[config.mk]
export PLATFORM = sky130hd
export DESIGN_NAME = player_motion
export DESIGN_NICKNAME = d
export VERILOG_FILES = /design/src/rtl/player_motion.sv
export SDC_FILE = /design/constraint.sdc
export NUM_CORES = 1
export LEC_CHECK = 0
export CELL_PAD_IN_SITES_DETAIL_PLACEMENT = 0
export CELL_PAD_IN_SITES_GLOBAL_PLACEMENT = 1
export CORE_ASPECT_RATIO = 0.9
export CORE_MARGIN = 4
export CORE_UTILIZATION = 34
export CTS_CLUSTER_DIAMETER = 50
export DETAILED_ROUTE_END_ITERATION = 12
export PLACE_DENSITY_LB_ADDON = 0.1
export SLEW_MARGIN = 15
export SYNTH_ARGS = -nofsm -noshare
export SYNTH_HDL_FRONTEND = slang
export SYNTH_SLANG_ARGS = --single-unit
[constraint.sdc]
create_clock -name clk -period 2.4 [get_ports clk]
set_input_delay 0.24 -clock clk [delete_from_list [all_inputs] [get_ports clk]]
set_output_delay 0.24 -clock clk [all_outputs]
set_load 0.02 [all_outputs]
[src/rtl/player_motion.sv]
`default_nettype none
// ============================================================================
// Module   : player_motion (+ player_motion_axis)
// Brief    : Push-buttons to player sprite position on a 96x64 OLED, with
//            step-on-press, hold-delay auto-repeat, clamping and respawn.
//            Optional macro WRAP_PLAYFIELD_EN wraps at the playfield edges.
// Revision : 1.0 - initial release
// ============================================================================

module player_motion_axis #(
    parameter int REPEAT_DELAY  = 3,
    parameter int REPEAT_PERIOD = 1
) (
    input  logic clk,
    input  logic rst_n,
    input  logic tick,
    input  logic respawn,
    input  logic btn_inc,
    input  logic btn_dec,
    output logic step_inc,
    output logic step_dec,
    output logic active
);
    localparam int CNT_MAX = (REPEAT_DELAY > REPEAT_PERIOD) ? REPEAT_DELAY : REPEAT_PERIOD;
    localparam int CNT_W   = $clog2(CNT_MAX + 1);
    localparam logic [CNT_W-1:0] c_DELAY  = CNT_W'(REPEAT_DELAY);
    localparam logic [CNT_W-1:0] c_PERIOD = CNT_W'(REPEAT_PERIOD);
    localparam logic [CNT_W-1:0] c_ONE    = CNT_W'(1);

    typedef enum logic [1:0] {
        S_IDLE   = 2'd0,
        S_DELAY  = 2'd1,
        S_REPEAT = 2'd2,
        S_LOCK   = 2'd3
    } state_t;

    state_t           r_state, w_state_nxt;
    logic [CNT_W-1:0] r_cnt, w_cnt_nxt;
    logic             r_dir_inc, w_dir_inc_nxt;
    logic             w_inc, w_dec, w_any, w_reversed, w_step;

    // Both buttons held cancel each other out
    assign w_inc      = btn_inc & ~btn_dec;
    assign w_dec      = btn_dec & ~btn_inc;
    assign w_any      = w_inc | w_dec;
    assign w_reversed = w_any & (w_inc != r_dir_inc);

    always_ff @(posedge clk or negedge rst_n) begin
        if (!rst_n) begin
            r_state   <= S_IDLE;
            r_cnt     <= '0;
            r_dir_inc <= 1'b0;
        end else begin
            r_state   <= w_state_nxt;
            r_cnt     <= w_cnt_nxt;
            r_dir_inc <= w_dir_inc_nxt;
        end
    end

    always_comb begin
        w_state_nxt   = r_state;
        w_cnt_nxt     = r_cnt;
        w_dir_inc_nxt = r_dir_inc;
        w_step        = 1'b0;
        case (r_state)
            S_IDLE: begin
                if (w_any) begin
                    w_step        = 1'b1;
                    w_cnt_nxt     = c_DELAY;
                    w_dir_inc_nxt = w_inc;
                    w_state_nxt   = S_DELAY;
                end
            end
            S_DELAY, S_REPEAT: begin
                if (!w_any) begin
                    w_state_nxt = S_IDLE;
                end else if (w_reversed) begin
                    w_step        = 1'b1;
                    w_cnt_nxt     = c_DELAY;
                    w_dir_inc_nxt = w_inc;
                    w_state_nxt   = S_DELAY;
                end else if (tick) begin
                    if (r_cnt <= c_ONE) begin
                        w_step      = 1'b1;
                        w_cnt_nxt   = c_PERIOD;
                        w_state_nxt = S_REPEAT;
                    end else begin
                        w_cnt_nxt = r_cnt - c_ONE;
                    end
                end
            end
            S_LOCK: begin
                if (!w_any) begin
                    w_state_nxt = S_IDLE;
                end
            end
            default: w_state_nxt = S_IDLE;
        endcase
        // Respawn wins over any step decided this cycle
        if (respawn) begin
            w_state_nxt = S_LOCK;
            w_step      = 1'b0;
        end
    end

    assign step_inc = w_step & w_inc;
    assign step_dec = w_step & w_dec;
    assign active   = (r_state == S_DELAY) || (r_state == S_REPEAT);
endmodule

module player_motion #(
    parameter int SCREEN_W      = 96,
    parameter int SCREEN_H      = 64,
    parameter int PLAYER_W      = 3,
    parameter int PLAYER_H      = 8,
    parameter int SPAWN_X       = 46,
    parameter int SPAWN_Y       = 28,
    parameter int TICK_DIV      = 1000000,
    parameter int REPEAT_DELAY  = 3,
    parameter int REPEAT_PERIOD = 1
) (
    input  logic        clk,
    input  logic        rst_n,
    input  logic        btn_u,
    input  logic        btn_d,
    input  logic        btn_l,
    input  logic        btn_r,
    input  logic        respawn,
    output logic [63:0] player_locx,
    output logic [63:0] player_locy,
    output logic        moving
);
    localparam int XW = $clog2(SCREEN_W);
    localparam int YW = $clog2(SCREEN_H);
    localparam int PW = $clog2(TICK_DIV);
    localparam logic [XW-1:0] c_X_MAX     = XW'(SCREEN_W - PLAYER_W);
    localparam logic [YW-1:0] c_Y_MAX     = YW'(SCREEN_H - PLAYER_H);
    localparam logic [XW-1:0] c_SPAWN_X   = XW'(SPAWN_X);
    localparam logic [YW-1:0] c_SPAWN_Y   = YW'(SPAWN_Y);
    localparam logic [XW-1:0] c_X_ONE     = XW'(1);
    localparam logic [YW-1:0] c_Y_ONE     = YW'(1);
    localparam logic [PW-1:0] c_TICK_LAST = PW'(TICK_DIV - 1);
    localparam logic [PW-1:0] c_P_ONE     = PW'(1);
`ifdef WRAP_PLAYFIELD_EN
    localparam bit c_WRAP = 1'b1;
`else
    localparam bit c_WRAP = 1'b0;
`endif

    // Button vectors are ordered {u, d, l, r}
    logic [3:0]    r_sync1, r_sync2;
    logic [PW-1:0] r_presc;
    logic          w_tick;
    logic [XW-1:0] r_x, w_x_nxt;
    logic [YW-1:0] r_y, w_y_nxt;
    logic          w_x_inc, w_x_dec, w_y_inc, w_y_dec, w_act_x, w_act_y;

    always_ff @(posedge clk or negedge rst_n) begin
        if (!rst_n) begin
            r_sync1 <= '0;
            r_sync2 <= '0;
        end else begin
            r_sync1 <= {btn_u, btn_d, btn_l, btn_r};
            r_sync2 <= r_sync1;
        end
    end

    assign w_tick = (r_presc == c_TICK_LAST);

    always_ff @(posedge clk or negedge rst_n) begin
        if (!rst_n) begin
            r_presc <= '0;
        end else if (w_tick) begin
            r_presc <= '0;
        end else begin
            r_presc <= r_presc + c_P_ONE;
        end
    end

    player_motion_axis #(
        .REPEAT_DELAY  (REPEAT_DELAY),
        .REPEAT_PERIOD (REPEAT_PERIOD)
    ) u_axis_x (
        .clk      (clk),
        .rst_n    (rst_n),
        .tick     (w_tick),
        .respawn  (respawn),
        .btn_inc  (r_sync2[0]),
        .btn_dec  (r_sync2[1]),
        .step_inc (w_x_inc),
        .step_dec (w_x_dec),
        .active   (w_act_x)
    );

    player_motion_axis #(
        .REPEAT_DELAY  (REPEAT_DELAY),
        .REPEAT_PERIOD (REPEAT_PERIOD)
    ) u_axis_y (
        .clk      (clk),
        .rst_n    (rst_n),
        .tick     (w_tick),
        .respawn  (respawn),
        .btn_inc  (r_sync2[2]),
        .btn_dec  (r_sync2[3]),
        .step_inc (w_y_inc),
        .step_dec (w_y_dec),
        .active   (w_act_y)
    );

    // A step past an edge either holds or wraps to the opposite edge
    always_comb begin
        w_x_nxt = r_x;
        if (w_x_inc) begin
            w_x_nxt = (r_x == c_X_MAX) ? (c_WRAP ? '0 : c_X_MAX) : r_x + c_X_ONE;
        end else if (w_x_dec) begin
            w_x_nxt = (r_x == '0) ? (c_WRAP ? c_X_MAX : '0) : r_x - c_X_ONE;
        end
    end

    always_comb begin
        w_y_nxt = r_y;
        if (w_y_inc) begin
            w_y_nxt = (r_y == c_Y_MAX) ? (c_WRAP ? '0 : c_Y_MAX) : r_y + c_Y_ONE;
        end else if (w_y_dec) begin
            w_y_nxt = (r_y == '0) ? (c_WRAP ? c_Y_MAX : '0) : r_y - c_Y_ONE;
        end
    end

    always_ff @(posedge clk or negedge rst_n) begin
        if (!rst_n) begin
            r_x <= c_SPAWN_X;
            r_y <= c_SPAWN_Y;
        end else if (respawn) begin
            r_x <= c_SPAWN_X;
            r_y <= c_SPAWN_Y;
        end else begin
            r_x <= w_x_nxt;
            r_y <= w_y_nxt;
        end
    end

    assign player_locx = {{(64-XW){1'b0}}, r_x};
    assign player_locy = {{(64-YW){1'b0}}, r_y};
    assign moving      = w_act_x | w_act_y;
endmodule

`default_nettype wire
* After elaboration in Yosys (flattened, before gate mapping) *
Cells that the tools add are included.

storage, ports and cells
  register bits after elaboration = 51
  input port bits = 7
  output and inout port bits = 129
  word-level logic and storage cells = 143

cells by class
  $add $sub $neg = 7
  order comparisons = 2
  equal/unequal tests = 27
  muxes and demuxes = 61
  bitwise logic cells = 17
  reduce and logical (&&, ||, !) cells = 18

operators with widths
  operator                                                                 number
  2-bit 2-to-1 mux                                                         24
  7-bit 2-to-1 mux                                                         5
  6-bit 2-to-1 mux                                                         5
  4-bit AND reduction                                                      6
  20-bit by 1-bit adder with 20-bit output, second input constant          1
  20-bit == test, second input constant                                    1
  20-bit 2-to-1 mux                                                        1
  1-bit 2-to-1 mux                                                         18
  5-bit inequality test, second input constant                             3
  2-bit by 1-bit inequality test with 1-bit output, second input constant  6
  2-bit one-hot mux with 3 select lines                                    2
  1-bit AND                                                                10
  3-bit by 2-bit inequality test with 1-bit output, second input constant  3
  2-bit == test, second input constant                                     4
  1-bit one-hot mux with 2 select lines                                    4
  2-bit one-hot mux with 2 select lines                                    2
  7-bit by 1-bit adder with 7-bit output, second input constant            1
  7-bit == test, second input constant                                     1
  7-bit zero test                                                          1
  7-bit by 1-bit subtractor with 7-bit output, second input constant       1
  6-bit by 1-bit adder with 6-bit output, second input constant            1
  6-bit == test, second input constant                                     1
  6-bit zero test                                                          1
  3-bit inequality test, second input constant                             2
  14 further kinds                                                         28

* Logic depth before layout (Yosys ltp) *
  depth in word-level cells = 12
  gate-level depth with buffers = 10

* By module *
Synthesis repeated with hierarchy kept, for this count alone.

unflattened totals
  cell total of the unflattened synthesis = 472
  area total of the unflattened synthesis = 4134.0 µm²

modules (own cells, without submodules)
  module              instances  cells each  area each (µm²)
  player_motion       1          378         3255.6
  player_motion_axis  2          47          439.2

* Least setup slack after synthesis *
OpenSTA, ideal clock, no wires.

  path type = flip-flop to flip-flop
  start point = reg r_sync2[3]
  end point = reg r_y[4]
  library setup time = 0.096 ns
  data arrival time = 2.054 ns
  data required time = 2.304 ns
  slack = 0.250 ns
  stages on the path, launching flop included = 9
  buffers on the path = 1
  cell sequence = dfrtp_1 inv_1 ha_1 clkbuf_1 nor4b_2 o21ai_1 o21a_1 a221oi_1 o211ai_1

on the way
  longest elaborated chain between the ends = 11
  elaborated cells on any way between the ends = 16
  classes of those cells = eq/ne: 1; mux: 7; bitwise: 7; reduce/logical: 1

RTL lines
  item                                                      line    RTL
  start: declaration                                        151     logic [3:0] r_sync1, r_sync2;
  start signal: assignment                                  164     r_sync2 <= r_sync1;
  1-bit inverter                                            43      assign w_inc = btn_inc & ~btn_dec;
  1-bit AND                                                 43
  1-bit OR / 1-bit inequality test (equally long branches)  45, 46
  1-bit AND                                                 46      assign w_reversed = w_any & (w_inc != r_dir_inc);
  1-bit 2-to-1 mux                                          77      end else if (w_reversed) begin
  1-bit 2-to-1 mux                                          75      if (!w_any) begin
  1-bit one-hot mux with 2 select lines                     65      case (r_state)
  1-bit 2-to-1 mux                                          100     if (respawn) begin
  1-bit AND                                                 106     assign step_inc = w_step & w_inc;
  6-bit 2-to-1 mux                                          222     if (w_y_inc) begin
  6-bit 2-to-1 mux                                          233     end else if (respawn) begin
  end signal: assignment                                    232     r_y <= c_SPAWN_Y;
  end signal: assignment                                    235     r_y <= c_SPAWN_Y;
  end signal: assignment                                    238     r_y <= w_y_nxt;
  end: declaration                                          155     logic [YW-1:0] r_y, w_y_nxt;

Parallel ways exist; a longest one is shown, timed or not.
A chain may end at the register's enable or synchronous reset.

* Final worst setup path *
  start point = reg u_axis_x.r_state[0]
  end point = out moving

on the way
  longest elaborated chain between the ends = 3
  elaborated cells on any way between the ends = 4
  classes of those cells = eq/ne: 2; bitwise: 1; reduce/logical: 1

RTL lines
  item                                                                              line  RTL
  start: declaration                                                                37    state_t r_state, w_state_nxt;
  start signal: assignment                                                          54    r_state <= w_state_nxt;
  2-bit by 1-bit == test with 1-bit output / 2-bit == test (equally long branches)  108   assign active = (r_state == S_DELAY) || (r_state == S_REPEAT);
  1-bit logical OR *                                                                108
  1-bit OR *                                                                        244   assign moving = w_act_x | w_act_y;
  end: declaration                                                                  131   output logic moving

Every way passes the cells marked *; elsewhere a longest branch is shown, timed or not.

==> results_dict.tcl <==
set metrics [dict create \
    drcViolationCount 0 \
    critical_path_peak_fanout 8 \
    cts_root_buffer "sky130_fd_sc_hd__clkbuf_16" \
    tritoncts "built" \
    postSynthCellCount 459 \
    placement.cell_area_um2 3990 \
    synthSimpleGateAreaFrac 0.177 \
    largest_family_of_logic_cells_by_synthesized_area "buffers and inverters" \
    design.final.nets 514 \
    grt-ovfl-total 0 \
    syn2layout_area_growth_pct 4.97 \
    post-cts-setup-buffers 0 \
    ys_types 60 \
    finalCriticalPeriod_ps 2240 \
    yosys.area_share.adder 0.0539 \
    dr_total_vias 2708 \
    grt_pass1_vias 2489 \
    grt_start_max_net_pins 32 \
    cts-resized-gates 0 \
    drv_slew 0 \
    utilization 0.364 \
    gp_congestion 0.781 \
    worst-endpoint-required_ps 2160 \
    skew_ps 10.7 \
    grtUsageTotal 0.113 \
    grt_setup_unrepaired "false" \
    dp.final_hpwl_um 5800 \
    ant_nets 0 \
    io_pins 136 \
    setup.worst_path.end_class "output port" \
    yosys-top-cells-count "116 x sky130_fd_sc_hd__buf_4, 44 x sky130_fd_sc_hd__dfrtp_1, 37 x sky130_fd_sc_hd__nand2_1, 35 x sky130_fd_sc_hd__nor2_1, 25 x sky130_fd_sc_hd__inv_1" \
    finalHoldViolCount 0 \
    timing.critical_path.arrival_ps 2000 \
    async_reset_ff_frac 1.00 \
    post_route_cells_drive_above_1_share 0.0835 \
    die_area_um2 13400 \
    rows 37 \
    p_leak_nw 2.00 \
    criticalPathCategory "reg2out" \
    worstHoldPathType "reg2reg" \
    cell_area_after_technology_mapping_um2 3950 \
    critical_path.startpoint_type "flop" \
    worst_skew_pair.late_latency_ps 300 \
    yosysTopAreaCellShare 0.279 \
    synth-main-ff-cell "sky130_fd_sc_hd__dfrtp_1" \
    drtPass1Iterations 5 \
    cts_buffers 5 \
    final.fill_count 1189 \
    reg2reg_depth 6 \
    hold_path_depth 0 \
    post_drt_wl_per_cell_um 11.5 \
    final_worst_path_setup_slack_ps 161 \
    dieWidth_um 122 \
    holdBufCountCts 1 \
    cap_viol_max_count 0 \
    antennaDiodeCount 0 \
    postLayoutCellArea_um2 4150 \
    synth_xor_xnor_area_share 0.0554 \
    slew-limit-headroom 0.652 \
    post-synth-top-count-cell "sky130_fd_sc_hd__buf_4" \
    seq_area_frac_synth 0.325 \
    setup_viols_final 0 \
    postSynthRegisterBits 51 \
    totalWireLength_um 7450 \
    synthesis.area_per_instance_um2 8.60 \
    post_place_cells 638 \
    clkSlewWorstSetupHoldPaths_ps 70 \
    pwr_density_cell_nw_per_um2 603 \
    core_area_um2 11400 \
    cts_max_path_buffers 2 \
    clock_sinks 51 \
    yosys-mux-area-fraction 0.0108 \
    synthesis.yosys.warnings 0 \
    start_util 0.347 \
    layout_worst_path_cycle_share 0.933 \
    synth-compound-area-share 0.121 \
    status "finished clean" \
    drt_iter0_drc 142 \
    chipHeight_um 110 \
    number_of_synthesized_flops_with_an_enable_pin 0 \
    dp_slack_ps 183 \
    max-vdd-ir-drop_uv 268 \
    worst-slew-pin-transition_ps 522 \
    synth_top_cell_by_area "sky130_fd_sc_hd__dfrtp_1" \
    final.setup.tns_ps 0 \
    timing.fmax_ghz 0.447 \
    detail_route.vias_per_cell 4.19 \
    h-tree-depth 2 \
    buffer_ports.inserted 20 \
    final_cell_count_no_fill 647 \
    ranking_of_synthesized_cells_by_area "sky130_fd_sc_hd__dfrtp_1 28%, sky130_fd_sc_hd__buf_4 22%, sky130_fd_sc_hd__ha_1 5.4%, sky130_fd_sc_hd__dfstp_2 4.7%, sky130_fd_sc_hd__nand2_1 3.5%" \
    grt_pass1_wl_um 12300 \
    grt_antenna_before_repair 0 \
]
## metrics by stage
stage	hold WS [ps]	power, mW
2_1_floorplan	-55.6	1.69
3_3_place_gp	262	1.77
3_5_place_dp	263	1.77
4_1_cts	352	2.53
5_1_grt	360	2.67
6_report	351	2.50
## worst max-delay path, cell delays in order (launching register included)
cell	delay, ps
sky130_fd_sc_hd__dfrtp_1	400
sky130_fd_sc_hd__inv_1	60
sky130_fd_sc_hd__ha_1	390
sky130_fd_sc_hd__or2_2	320
sky130_fd_sc_hd__clkdlybuf4s50_1	540
## sequential cells by signal (all words and copies together) (netlist names)
signal	count
u_axis_x.r_cnt	2
u_axis_y.r_state	2
r_sync1	4
u_axis_y.r_dir_inc	1
u_axis_y.r_cnt	2
r_presc	20
u_axis_x.r_dir_inc	1
r_y	6
u_axis_x.r_state	2
r_x	7
r_sync2	4
## kinds of logic (layout without fill, tap and decap cells)
logic type / Yosys count / count (layout)
other cells: 1 / 115
fa+ha+maj: 17 / 17
simple gates: 137 / 137
mux: 4 / 4
xor+xnor: 25 / 25
buf+inv: 152 / 70
flops: 51 / 51
compound gates: 72 / 72
## cells in the final DEF (no fill, tap or decap), types with 3 or more instances in the layout
cell type / netlist / final
sky130_fd_sc_hd__ha_1: 17 / 17
sky130_fd_sc_hd__nor2b_1: 4 / 4
sky130_fd_sc_hd__nand3_1: 17 / 17
sky130_fd_sc_hd__clkdlybuf4s50_1: 0 / 19
sky130_fd_sc_hd__o21ai_0: 20 / 20
sky130_fd_sc_hd__o22ai_1: 3 / 3
sky130_fd_sc_hd__a211oi_1: 4 / 4
sky130_fd_sc_hd__nand2b_1: 4 / 4
sky130_fd_sc_hd__a21oi_1: 12 / 12
sky130_fd_sc_hd__nand3b_1: 3 / 3
sky130_fd_sc_hd__o21bai_1: 4 / 4
sky130_fd_sc_hd__and2_1: 5 / 5
sky130_fd_sc_hd__inv_1: 25 / 25
sky130_fd_sc_hd__nor2_1: 35 / 35
sky130_fd_sc_hd__dfrtp_1: 44 / 44
sky130_fd_sc_hd__xor2_1: 14 / 14
sky130_fd_sc_hd__nand4_1: 5 / 5
sky130_fd_sc_hd__clkbuf_16: 0 / 5
sky130_fd_sc_hd__dfstp_2: 7 / 7
sky130_fd_sc_hd__and3_1: 5 / 5
sky130_fd_sc_hd__o21a_1: 3 / 3
sky130_fd_sc_hd__buf_4: 116 / 15
sky130_fd_sc_hd__nor3_1: 7 / 7
sky130_fd_sc_hd__conb_1: 1 / 115
sky130_fd_sc_hd__nand2_1: 37 / 37
sky130_fd_sc_hd__xnor2_1: 11 / 11
## worst paths after layout
| kind | start | to | slack, ps |
|---|---|---|---|
| max | u_axis_x.r_state[0]$_DFFE_PN0P_ | moving | 160 |
| max in group asynchronous | rst_n | r_x[1]$_DFFE_PN1P_ | 1350 |
| min in group asynchronous | rst_n | r_y[1]$_DFFE_PN0P_ | 450 |
| min | r_sync1[2]$_DFF_PN0_ | r_sync2[2]$_DFF_PN0_ | 350 |
| max reg2reg | r_presc[12]$_DFF_PN0_ | u_axis_x.r_state[1]$_DFFE_PN0P_ | 200 |
| min reg2reg | r_sync1[2]$_DFF_PN0_ | r_sync2[2]$_DFF_PN0_ | 350 |
## per-layer routing
metal | wire length [µm] | track usage
met5 | 0 | 0
met2 | 3600 | 0.191
met1 | 3410 | 0.149
met3 | 355 | 0.0235
met4 | 89 | 0.0304
## where the power goes
group          switching, mW  internal, mW  leakage [nW]
Clock                  0.351         0.395        0.0708
Combinational          0.503         0.286          1.31
Sequential            0.0483         0.914         0.619
Total                  0.903          1.59          2.00
## area by class of cell
| type | instances | area, µm² | area share |
|---|---|---|---|
| clock buffer | 5 | 125 | 0.0302 |
| sequential | 51 | 1280 | 0.310 |
| multi-input combinational | 370 | 2080 | 0.503 |
| inverter | 25 | 93.8 | 0.0226 |
| tap | 156 | 195 | 0.0471 |
| clock inverter | 3 | 25.0 | 0.00604 |
| timing repair buffer | 37 | 338 | 0.0815 |
Power figures use the tool's default switching activity.
